==> src/rtl/can_pkg.sv <==
// rtl/can_pkg.sv - shared CAN field lengths, CRC polynomial and TX state encoding
package can_pkg;

  localparam logic [14:0] CRC_POLY_15 = 15'h4599;
  localparam int ID_A_LEN    = 11;
  localparam int ID_B_LEN    = 18;
  localparam int DLC_LEN     = 4;
  localparam int CRC_LEN     = 15;
  localparam int DEF_EOF_LEN = 7;
  localparam int DEF_IFS_LEN = 3;

  typedef enum logic [4:0] {
    ST_IDLE, ST_SOF, ST_ID_A, ST_SRR, ST_IDE, ST_ID_B, ST_RTR, ST_R1, ST_R0,
    ST_DLC, ST_DATA, ST_CRC, ST_CRC_DEL, ST_ACK, ST_ACK_DEL, ST_EOF, ST_IFS
  } tx_state_e;

  // Payload length in bits; remote frames carry none and DLC above 8 caps at 8 bytes.
  function automatic logic [6:0] data_bit_count(input logic rtr, input logic [3:0] dlc);
    if (rtr) return 7'd0;
    if (dlc[3]) return 7'd64;
    return {dlc, 3'b000};
  endfunction

endpackage

==> src/rtl/can_crc15.sv <==
// rtl/can_crc15.sv - serial CRC-15 register with clear and enable, shared by TX and RX
module can_crc15
  import can_pkg::*;
#(
  parameter logic [14:0] POLY = CRC_POLY_15
) (
  input  logic        clk,
  input  logic        rst,
  input  logic        clr,
  input  logic        en,
  input  logic        bit_in,
  output logic [14:0] crc
);

  logic [14:0] crc_q;
  logic [14:0] crc_d;
  logic        nxt;

  always_comb begin
    nxt   = bit_in ^ crc_q[14];
    crc_d = crc_q;
    if (clr) begin
      crc_d = '0;
    end else if (en) begin
      crc_d = {crc_q[13:0], 1'b0} ^ (nxt ? POLY : 15'd0);
    end
  end

  always_ff @(posedge clk or posedge rst) begin
    if (rst) crc_q <= '0;
    else     crc_q <= crc_d;
  end

  assign crc = crc_q;

endmodule

==> src/rtl/can_tx_serializer.sv <==
// rtl/can_tx_serializer.sv - CAN 2.0B TX frame serializer, SOF through intermission
// Optional CAN_TX_CRC_INJECT_EN adds crc_corrupt to invert the transmitted CRC LSB.
module can_tx_serializer
  import can_pkg::*;
#(
  parameter int          EOF_LEN  = DEF_EOF_LEN,
  parameter int          IFS_LEN  = DEF_IFS_LEN,
  parameter logic [14:0] CRC_POLY = CRC_POLY_15
) (
  input  logic        clk,
  input  logic        rst,
  input  logic        tx_req,
  input  logic [28:0] tx_id,
  input  logic        tx_ide,
  input  logic        tx_rtr,
  input  logic [3:0]  tx_dlc,
  input  logic [63:0] tx_data,
`ifdef CAN_TX_CRC_INJECT_EN
  input  logic        crc_corrupt,
`endif
  input  logic        tx_abort,
  input  logic        bit_start,
  input  logic        bit_ready,
  output logic        data_out,
  output logic        data_valid,
  output logic        stuff_en,
  output logic        tx_busy,
  output logic        tx_done
);

  tx_state_e   state_q, state_d;
  logic [6:0]  cnt_q, cnt_d;
  logic [28:0] id_q, id_d;
  logic        ide_q, ide_d;
  logic        rtr_q, rtr_d;
  logic [3:0]  dlc_q, dlc_d;
  logic [63:0] data_q, data_d;
  logic        done_q, done_d;

  logic        consume;
  logic        last;
  logic        latch;
  logic        crc_en;
  logic [6:0]  nbits;
  logic [10:0] id_a;
  logic [14:0] crc;
  logic [14:0] crc_tx;

  assign consume = bit_start && bit_ready && (state_q != ST_IDLE);
  assign last    = (cnt_q == 7'd0);
  assign latch   = (state_q == ST_IDLE) && tx_req && !tx_abort;
  assign nbits   = data_bit_count(rtr_q, dlc_q);
  assign id_a    = ide_q ? id_q[28:18] : id_q[10:0];
  assign crc_en  = consume && !tx_abort &&
                   (state_q inside {ST_SOF, ST_ID_A, ST_SRR, ST_IDE, ST_ID_B, ST_RTR,
                                    ST_R1, ST_R0, ST_DLC, ST_DATA});

`ifdef CAN_TX_CRC_INJECT_EN
  logic corrupt_q, corrupt_d;
  assign crc_tx = crc ^ {14'd0, corrupt_q};
`else
  assign crc_tx = crc;
`endif

  // The CRC register freezes after DATA, so it doubles as the shift-out snapshot.
  can_crc15 #(.POLY(CRC_POLY)) u_crc (
    .clk    (clk),
    .rst    (rst),
    .clr    (latch),
    .en     (crc_en),
    .bit_in (data_out),
    .crc    (crc)
  );

  always_ff @(posedge clk or posedge rst) begin
    if (rst) begin
      state_q   <= ST_IDLE;
      cnt_q     <= '0;
      id_q      <= '0;
      ide_q     <= 1'b0;
      rtr_q     <= 1'b0;
      dlc_q     <= '0;
      data_q    <= '0;
      done_q    <= 1'b0;
`ifdef CAN_TX_CRC_INJECT_EN
      corrupt_q <= 1'b0;
`endif
    end else begin
      state_q   <= state_d;
      cnt_q     <= cnt_d;
      id_q      <= id_d;
      ide_q     <= ide_d;
      rtr_q     <= rtr_d;
      dlc_q     <= dlc_d;
      data_q    <= data_d;
      done_q    <= done_d;
`ifdef CAN_TX_CRC_INJECT_EN
      corrupt_q <= corrupt_d;
`endif
    end
  end

  always_comb begin
    state_d   = state_q;
    cnt_d     = cnt_q;
    id_d      = id_q;
    ide_d     = ide_q;
    rtr_d     = rtr_q;
    dlc_d     = dlc_q;
    data_d    = data_q;
    done_d    = 1'b0;
`ifdef CAN_TX_CRC_INJECT_EN
    corrupt_d = corrupt_q;
`endif
    if (tx_abort) begin
      state_d = ST_IDLE;
    end else if (state_q == ST_IDLE) begin
      if (tx_req) begin
        state_d   = ST_SOF;
        cnt_d     = '0;
        id_d      = tx_id;
        ide_d     = tx_ide;
        rtr_d     = tx_rtr;
        dlc_d     = tx_dlc;
        data_d    = tx_data;
`ifdef CAN_TX_CRC_INJECT_EN
        corrupt_d = crc_corrupt;
`endif
      end
    end else if (consume) begin
      cnt_d = cnt_q - 7'd1;
      if (state_q == ST_DATA) data_d = {data_q[62:0], 1'b0};
      if (last) begin
        cnt_d = '0;
        unique case (state_q)
          ST_SOF:     begin state_d = ST_ID_A; cnt_d = 7'(ID_A_LEN - 1); end
          ST_ID_A:    state_d = ide_q ? ST_SRR : ST_RTR;
          ST_SRR:     state_d = ST_IDE;
          ST_IDE:     begin
            state_d = ide_q ? ST_ID_B : ST_R0;
            if (ide_q) cnt_d = 7'(ID_B_LEN - 1);
          end
          ST_ID_B:    state_d = ST_RTR;
          ST_RTR:     state_d = ide_q ? ST_R1 : ST_IDE;
          ST_R1:      state_d = ST_R0;
          ST_R0:      begin state_d = ST_DLC; cnt_d = 7'(DLC_LEN - 1); end
          ST_DLC:     begin
            if (nbits == 7'd0) begin
              state_d = ST_CRC;
              cnt_d   = 7'(CRC_LEN - 1);
            end else begin
              state_d = ST_DATA;
              cnt_d   = nbits - 7'd1;
            end
          end
          ST_DATA:    begin state_d = ST_CRC; cnt_d = 7'(CRC_LEN - 1); end
          ST_CRC:     state_d = ST_CRC_DEL;
          ST_CRC_DEL: state_d = ST_ACK;
          ST_ACK:     state_d = ST_ACK_DEL;
          ST_ACK_DEL: begin state_d = ST_EOF; cnt_d = 7'(EOF_LEN - 1); end
          ST_EOF:     begin state_d = ST_IFS; cnt_d = 7'(IFS_LEN - 1); end
          ST_IFS:     begin state_d = ST_IDLE; done_d = 1'b1; end
          default:    state_d = ST_IDLE;
        endcase
      end
    end
  end

  always_comb begin
    data_out   = 1'b1;
    data_valid = (state_q != ST_IDLE);
    tx_busy    = (state_q != ST_IDLE);
    tx_done    = done_q;
    stuff_en   = (state_q != ST_IDLE) && (state_q <= ST_CRC);
    unique case (state_q)
      ST_SOF:  data_out = 1'b0;
      ST_ID_A: data_out = id_a[cnt_q[3:0]];
      ST_SRR:  data_out = 1'b1;
      ST_IDE:  data_out = ide_q;
      ST_ID_B: data_out = id_q[cnt_q[4:0]];
      ST_RTR:  data_out = rtr_q;
      ST_R1:   data_out = 1'b0;
      ST_R0:   data_out = 1'b0;
      ST_DLC:  data_out = dlc_q[cnt_q[1:0]];
      ST_DATA: data_out = data_q[63];
      ST_CRC:  data_out = crc_tx[cnt_q[3:0]];
      default: data_out = 1'b1;
    endcase
  end

endmodule

==> config.mk <==
export PLATFORM = sky130hd
export DESIGN_NAME = can_tx_serializer
export DESIGN_NICKNAME = d
export VERILOG_FILES = /design/src/rtl/can_pkg.sv /design/src/rtl/can_crc15.sv /design/src/rtl/can_tx_serializer.sv
export SDC_FILE = /design/constraint.sdc
export NUM_CORES = 1
export LEC_CHECK = 0
export ABC_AREA = 1
export CELL_PAD_IN_SITES_DETAIL_PLACEMENT = 1
export CELL_PAD_IN_SITES_GLOBAL_PLACEMENT = 1
export CORE_UTILIZATION = 35
export CTS_CLUSTER_DIAMETER = 200
export DETAILED_ROUTE_END_ITERATION = 8
export PLACE_DENSITY_LB_ADDON = 0.3
export SLEW_MARGIN = 15
export SYNTH_ARGS = -nofsm -noshare
export SYNTH_HDL_FRONTEND = slang
export SYNTH_SLANG_ARGS = --single-unit
==> constraint.sdc <==
create_clock -name clk -period 6.31 [get_ports clk]
set_clock_uncertainty 0.05 [all_clocks]
set_input_delay 0.9465 -clock clk [delete_from_list [all_inputs] [get_ports clk]]
set_output_delay 0.9465 -clock clk [all_outputs]
set_load 0.05 [all_outputs]
After elaboration in Yosys (flattened, before gate mapping)
Index checks and enable logic that the tools add are counted.
{ "totals": {"regBits": 127, "latchBits": 0, "ram_bits": 0, "romBits": 0, "output_inout_bits": 5, "wordCells": 105, "memories": 0} }
{ "classes": {"add_sub_neg": 2, "mul": 0, "div_mod_pow": 0, "order_cmp": 4, "n_eq_ne": 18, "n_shift": 0, "n_mux": 46, "bitwise_logic": 3, "n_reduce_logical": 23} }
{ "op_table": {"columns": ["cell", "count"], "rows": [
  ["64-bit two-way mux", 4],
  ["5-bit one-hot mux with 15 select lines", 1],
  ["7-bit two-way mux", 9],
  ["7-bit one-hot mux with 7 select lines", 1],
  ["15-bit two-way mux", 3],
  ["5-bit by 4-bit == test with 1-bit output, second input constant", 8],
  ["5-bit two-way mux", 6],
  ["5-bit by 3-bit == test with 1-bit output, second input constant", 4],
  ["15-bit bitwise XOR", 1],
  ["7-bit logical NOT", 2],
  ["7-bit by 1-bit subtractor with 7-bit output, second input constant", 2],
  ["1-bit two-way mux", 13],
  ["11-bit two-way mux", 1],
  ["5-bit by 2-bit == test with 1-bit output, second input constant", 2],
  ["10-bit nonzero test", 1],
  ["3-bit AND reduction", 3],
  ["1-bit binary-select mux with 4-bit select", 2],
  ["1-bit one-hot mux with 8 select lines", 1],
  ["1-bit logical AND", 7],
  ["5-bit by 6-bit < comparator with 1-bit output, second input constant", 1],
  ["2-bit nonzero test", 3],
  ["3-bit nonzero test", 2],
  ["1-bit binary-select mux with 5-bit select", 1],
  ["5-bit by 1-bit == test with 1-bit output, second input constant", 1],
  ["other kinds (17)", 17]
]} }

Logic depth before layout (Yosys ltp)
Gate-level depths: netlist of run 1.
{ "depth": {"word_depth": 11, "mapped_depth": 17, "depth_no_buf": 16} }

Modules after synthesis
Synthesis of run 1 repeated with hierarchy kept, for this count alone.
{ "hier_totals": {"cells_unflattened": 842, "hier_area_um2": 6717.7} }
{ "modules_own_cells": {"columns": ["mod", "n_inst", "cells_each", "area_each_um2"], "rows": [
  ["can_tx_serializer", 1, 761, 6022.0],
  ["can_crc15", 1, 81, 695.7]
]} }

Worst setup path after synthesis of run 1
Ideal clock, no wire load.
{ "synth_path": {"path_type": "register -> output", "start": "register state_q[3]", "end": "output stuff_en", "t_arrival_ns": 1.976, "slack_ns": 3.338, "stages_incl_launch_ff": 7, "n_path_buf": 2, "cell_sequence": "dfrtp_1 -> buf_2 -> nor2_4 -> nand3_4 -> clkinv_2 -> clkbuf_1 -> nor3_1"} }
{ "synth_between": {"elab_chain_len": 2, "elab_cells_between_ends": 3, "classes_between": "1 x order compare; 2 x reduce/logical"} }
{ "synth_rtl": {"columns": ["item", "line", "rtl"], "rows": [
  ["start: declaration", "can_tx_serializer.sv:31", "tx_state_e state_q, state_d;"],
  ["start signal: assignment", "can_tx_serializer.sv:89", "state_q <= state_d;"],
  ["5-bit by 4-bit <= comparator with 1-bit output / 5-bit nonzero test (equally long branches)", "can_tx_serializer.sv:174", "stuff_en = (state_q != ST_IDLE) && (state_q <= ST_CRC);"],
  ["1-bit logical AND (*)", "can_tx_serializer.sv:174", null],
  ["end: declaration", "can_tx_serializer.sv:26", "output logic stuff_en,"]
]} }
Mark *: on every way between the ends. The rest lies on a longest branch, timed or not.

Worst setup path after layout of run 1
{ "layout_path": {"start": "register cnt_q[0]", "end": "output data_out"} }
{ "layout_between": {"elab_chain_len": 3, "elab_cells_between_ends": 9, "classes_between": "9 x mux"} }
{ "layout_rtl": {"columns": ["item", "line", "rtl"], "rows": [
  ["start: declaration", "can_tx_serializer.sv:32", "logic [6:0] cnt_q, cnt_d;"],
  ["start signal: assignment", "can_tx_serializer.sv:90", "cnt_q <= cnt_d;"],
  ["1-bit binary-select mux with 5-bit select, or another cell as far along", "can_tx_serializer.sv:180", "ST_ID_B: data_out = id_q[cnt_q[4:0]];"],
  ["1-bit two-way mux (on tied branches)", null, null],
  ["1-bit one-hot mux with 8 select lines (*)", "can_tx_serializer.sv:175", "unique case (state_q)"],
  ["end: declaration", "can_tx_serializer.sv:24", "output logic data_out,"]
]} }
Mark *: on every way between the ends. The rest lies on a longest branch, timed or not. The select of a mux whose other input is x is not followed.

==> flow_metrics.env, run 1 <==
export IMPL_synth_top_area_share_pct=47.9
export IMPL_io_pins=110
export IMPL_routed_wl_mm=18.4
export IMPL_worst_pin_slew_ps=993
export IMPL_grt_overflow_total=0
export IMPL_crit_path_cell_trace="inv_1 -> nand2_1 -> nand3_1 -> nand2_1 -> nand2_1 -> nand3_1 -> nor2_1 -> nor2_1 -> nor2_1 -> nand2_1 -> clkdlybuf4s50_1"
export IMPL_syn_inst=901
export IMPL_critPathMaxStageDelay_ps=990
export IMPL_finalHoldViolCount=0
export IMPL_cts_buffers=17
export IMPL_slew_headroom_pct=33.8
export IMPL_fp_row_count=49
export IMPL_worstSetupPathType="flip-flop to output port"
export IMPL_cp_common_cell="nand2_1"
export IMPL_yosys_warnings=0
export IMPL_grt_antenna_before_repair=0
export IMPL_crit_fanout=31
export IMPL_reg2reg_depth=11
export IMPL_grt_max_degree=79
export IMPL_clk_latency_ps=420
export IMPL_num_vias=6214
export IMPL_grt_usage_pct=20.2
export IMPL_drive_above_1_share_pct=5.20
export IMPL_gp_congestion=0.848
export IMPL_synth_fp_nets=1009
export IMPL_cp_arrival_ps=3880
export IMPL_ys_seq_area_share_pct=47.9
export IMPL_p_leak_nw=3.92
export IMPL_fin_crit_ps=4870
export IMPL_syn_avg_cell_area_um2=7.36
export IMPL_clk_pin_slew_ps=60
export IMPL_async_flop_share_pct=100
export IMPL_viasPerCell=5.06
export IMPL_synthTopCellsByArea="dfrtp_1, nand2_1, a31oi_1"
export IMPL_cts_resized_gates=0
export IMPL_cts_setup_buffers=0
export IMPL_grt_pass1_vias=6442
export IMPL_crit_end="data_out"
export IMPL_max_freq_mhz=205
export IMPL_syn_area_um2=6630
export IMPL_cts_sinks=127
export IMPL_r2r_start="state_q[0]"
export IMPL_route_detailed_drc=0
export IMPL_start_util_pct=36.3
export IMPL_die_y_um=140
export IMPL_max_cap_viol_count=0
export IMPL_cts_tree="built"
export IMPL_hold_slack_ps=424
export IMPL_num_antenna_cells=0
export IMPL_crit_path_end_kind="output port"
export IMPL_finalSetupViolations=0
export IMPL_dp_hpwl_mm=12.6
export IMPL_critPathRequiredTime_ps=5310
export IMPL_synth_edf_count=0
export IMPL_yosys_area_top_type="dfrtp_1"
export IMPL_hp_class="flip-flop to flip-flop"
export IMPL_drt_pass1_iterations=6
export IMPL_final_core_util_pct=46.1
export IMPL_synth_ff_type="dfrtp_1"
export IMPL_syn_to_final_growth_pct=26.9
export IMPL_r2r_slack_ps=2690
export IMPL_grt_pass1_wl_mm=31.6
export IMPL_final_nets=1097
export IMPL_ir_drop_v=0.000247
export IMPL_synth_seq_cells=127
export IMPL_dieArea_um2=19500
export IMPL_antenna_left=0
export IMPL_r2r_end="data_q[40]"
export IMPL_final_cell_area_um2=8420
export IMPL_rsz0062_at_grt="false"
export IMPL_startpoint_type="flip-flop"
export IMPL_coreArea_um2=18300
export IMPL_routedWlPerCell_um=15.0
export IMPL_ctsHoldBuffers=0
export IMPL_period_share_pct=77.2
export IMPL_root_buffer="clkbuf_16"
export IMPL_startpoint="cnt_q[0]"
export IMPL_die_w_um=140
export IMPL_placed_area_um2=7860
export IMPL_drtIter0Drc=244
export IMPL_synth_cell_types=40
export IMPL_port_buffers=109
export IMPL_slowest_stage="dfrtp_1"
export IMPL_htree_num_levels=4
export IMPL_power_per_cell_area_nw_per_um2=537
export IMPL_slew_viol_final=0
export IMPL_setup_tns_ps=0
export IMPL_hp_start="id_q[26]"
export IMPL_status="complete, no violations"
export IMPL_clock_path_buffers=2
-- cells in the mapped netlist (all sizes together), types with 4 or more instances --
master	instances
a31oi	64
o22ai	11
a21oi	8
clkbuf	23
buf	22
inv	68
dfrtp	127
nor2	104
nand3	72
nor3	6
o21ai	31
nand2	338
o31ai	4
-- worst min path at each step --
stage                     slack, ps  depth (start not counted)  endpoint
final                           420                          2  id_q[26]
after global routing            450                          2  id_q[26]
after CTS                       430                          2  id_q[26]
after detailed placement        420                          2   id_q[7]
after global placement          410                          2  id_q[23]
after floorplan                 390                          2  id_q[19]
-- critical path: cells and delay by family, from the launching register on --
family | cells | cell delay (ps)
buffers and inverters | 2 | 1470
DFF | 1 | 990
and+or+nand+nor | 9 | 970
-- where the power goes --
| part | leakage [nW] | internal [mW] | switching [mW] |
|---|---|---|---|
| clock network | 0.269 | 0.562 | 0.378 |
| registers | 1.51 | 1.20 | 0.280 |
| logic | 2.14 | 0.709 | 1.39 |
| total | 3.92 | 2.47 | 2.05 |
-- metrics by stage --
step / total power, mW / cells / setup WS (ps)
after floorplan: 3.01 / 901 / 1930
after global placement: 3.53 / 1199 / 2020
after detailed placement: 3.61 / 1199 / 1920
after CTS: 4.57 / 1229 / 1440
after global routing: 4.95 / 1229 / 1070
final: 4.52 / 1229 / 1440
-- cells in the final DEF, fill, tap and decap left out, drive strengths merged, types with 5 or more instances in the layout --
master / instances
o22ai: 11
a31oi: 64
nand2: 338
nand3: 72
nor3: 6
a21oi: 8
clkbuf: 19
buf: 5
inv: 73
nor2: 104
dfrtp: 127
o21ai: 31
clkdlybuf4s50: 109
-- cells by family (layout without fill, tap and decap cells) --
| kind of cell | count (synthesis) | count (layout) | synth area share (%) |
|---|---|---|---|
| AO/OA/AOI/OAI | 127 | 127 | 11.9 |
| XOR/XNOR | 3 | 3 | 0.396 |
| adder cells (fa/ha/maj) | 3 | 3 | 0.566 |
| buffers and inverters | 115 | 214 | 6.96 |
| flip-flops | 127 | 127 | 47.9 |
| AND/OR/NAND/NOR | 526 | 526 | 32.3 |
-- registers in the layout, indices dropped and copies added (netlist names) --
signal	count
tx_done	1
ide_q	1
cnt_q	7
rtr_q	1
id_q	29
u_crc.crc	15
state_q	5
data_q	64
dlc_q	4
-- area by class of cell --
type	count	area, um2
Sequential cell	127	3180
Tap cell	229	287
Fill cell	2251	9850
Timing Repair Buffer	114	1130
Multi-Input combinational cell	659	3000
Clock buffer	19	453
Clock inverter	11	106
Inverter	70	267
-- per-layer routing --
layer	track usage, %	vias to the layer above	part of all wire, %
met5	0	-	0
met4	4.68	0	0.79
met1	26.3	3001	47
met2	33.7	98	48
li1	-	3099	-
met3	4.89	16	3.5
(Power assumes the default switching activity.)
==> run 2: changes to the inputs <==
==> constraint.sdc (replaced) <==
create_clock -name clk -period 4.9 [get_ports clk]
set_clock_uncertainty 0.05 [all_clocks]
set_input_delay 0.735 -clock clk [delete_from_list [all_inputs] [get_ports clk]]
set_output_delay 0.735 -clock clk [all_outputs]
set_load 0.05 [all_outputs]
==> run 2 against run 1 <==
Compared with the run above:
- clock-buffer cell count did not move
- setup slack got worse by 480 ps
- utilization rose by 0.21 points
- power rose by 30%
- largest cell class unchanged
- register-to-register slack got worse by 910 ps
- clock power rose by 31%
- critical path type unchanged
- routed wire length rose by 1.3%
- first-iteration DRC count rose by 7.4%
- non-clock buffer count rose by 2
==> flow_metrics.env, run 2 (synthesis gave the netlist of run 1 again) <==
export IMPL_max_cap_viol_count=0
export IMPL_p_leak_nw=3.93
export IMPL_setup_tns_ps=0
export IMPL_whs_path_depth=2
export IMPL_slew_headroom_pct=41.4
export IMPL_power_frac_seq_pct=32.1
export IMPL_fin_ws_ps=957
export IMPL_grt_overflow_total=0
export IMPL_layout_commonest_cell="nand2_1"
export IMPL_fin_crit_ps=3940
export IMPL_p_int_mw=3.19
export IMPL_dp_hpwl_mm=12.6
export IMPL_worst_pin_slew_ps=879
export IMPL_root_buffer="clkbuf_16"
export IMPL_cts_resized_gates=0
export IMPL_cts_setup_buffers=0
export IMPL_gp_congestion=0.818
export IMPL_routedWlPerCell_um=15.1
export IMPL_htree_num_levels=4
export IMPL_drtIter0Drc=262
export IMPL_largest_reg_flops=64
export IMPL_coreArea_um2=18300
export IMPL_viasPerCell=5.07
export IMPL_ctsHoldBuffers=0
export IMPL_rsz0062_at_grt="false"
export IMPL_num_vias=6251
export IMPL_cp_arrival_ps=3160
export IMPL_grt_pass1_wl_mm=31.9
export IMPL_clock_path_buffers=2
export IMPL_status="complete, no violations"
export IMPL_cts_buffers=17
export IMPL_die_y_um=140
export IMPL_port_buffers=109
export IMPL_ir_drop_v=0.000246
export IMPL_pre_cts_slack_ps=1460
export IMPL_switchingPower_mw=2.67
export IMPL_power_per_cell_area_nw_per_um2=692
export IMPL_grt_usage_pct=20.5
export IMPL_clockPowerShare_pct=21.1
export IMPL_drive_above_1_share_pct=5.48
export IMPL_max_freq_mhz=254
export IMPL_grt_pass1_vias=6573
export IMPL_final_core_util_pct=46.3
export IMPL_start_util_pct=36.3
export IMPL_startpoint_type="flip-flop"
export IMPL_finalSetupViolations=0
export IMPL_crit_path_end_kind="output port"
export IMPL_routed_wl_mm=18.6
export IMPL_fp_row_count=49
export IMPL_cts_tree="built"
export IMPL_top_register="data_q"
export IMPL_slew_viol_final=0
export IMPL_dieArea_um2=19500
export IMPL_die_w_um=140
export IMPL_route_detailed_drc=0
export IMPL_reg2reg_depth=14
export IMPL_swShare_pct=45.6
export IMPL_drt_pass1_iterations=4
export IMPL_finalHoldViolCount=0
export IMPL_syn_to_final_growth_pct=27.5
export IMPL_cts_sinks=127
export IMPL_antenna_left=0
export IMPL_critPathRequiredTime_ps=4120
export IMPL_io_pins=110
export IMPL_final_nets=1099
export IMPL_num_antenna_cells=0
export IMPL_period_share_pct=80.5
export IMPL_comb_power_share_pct=46.9
export IMPL_crit_fanout=23
export IMPL_hp_class="flip-flop to flip-flop"
export IMPL_clk_pin_slew_ps=60
export IMPL_clk_latency_ps=420
export IMPL_final_cell_mix="nand2_1, dfrtp_1, clkdlybuf4s50_1"
export IMPL_worstSetupPathType="flip-flop to output port"
export IMPL_grt_max_degree=128
export IMPL_grt_antenna_before_repair=0
-- run 2: power groups by stage --
| stage | clock, mW | sequential, mW | combinational, mW |
|---|---|---|---|
| final | 1.23 | 1.88 | 2.74 |
| after global routing | 1.29 | 1.94 | 3.16 |
| after CTS | 1.26 | 1.88 | 2.78 |
| after detailed placement | 0 | 1.88 | 2.76 |
| after global placement | 0 | 1.87 | 2.69 |
| after floorplan | 0 | 1.76 | 2.12 |
-- run 2: worst max-delay path, stage by stage, from the launching register on --
cell,delay (ps)
dfrtp_1,370
inv_1,520
nand2_1,180
nand2_1,110
nand2_1,70
nand3_1,110
nand2_1,70
nand2_1,60
nand2_1,40
nor2_1,130
nor2_1,90
nand2_1,140
clkdlybuf4s50_1,820
-- run 2: per-layer routing --
layer,GRT usage [%],routed length [um],share of wire [%],vias up
li1,-,-,-,3102
met1,25.9,8560,46,3017
met2,34.5,9060,49,114
met3,5.09,747,4.0,18
met4,5.84,268,1.4,0
met5,0,0,0,-
-- run 2: metrics by stage --
step           instance area [um2]  total power [mW]  cells  hold slack, ps
2_1_floorplan                 6630              3.88    901             392
3_3_place_gp                  7890              4.56   1201             409
3_5_place_dp                  7890              4.64   1201             416
4_1_cts                       8460              5.93   1233             432
5_1_grt                       8460              6.40   1233             460
6_report                      8460              5.85   1233             427
-- run 2: cell type report --
type                       count  area (um2)
fill                        2273        9810
tap                          229         287
sequential                   127        3180
inverter                      70         267
multi-input combinational    659        3000
timing repair buffer         116        1160
clock buffer                  19         443
clock inverter                13         126
-- run 2: worst paths after layout --
check,from,end,slack (ps)
setup / recovery,cnt_q[0],data_out,960
hold / removal,id_q[25],id_q[25],430
setup reg to reg,state_q[0],u_crc.crc[0],1780
hold reg to reg,id_q[25],id_q[25],430
max in group asynchronous,rst,u_crc.crc[11],3000
min in group asynchronous,rst,data_q[50],800
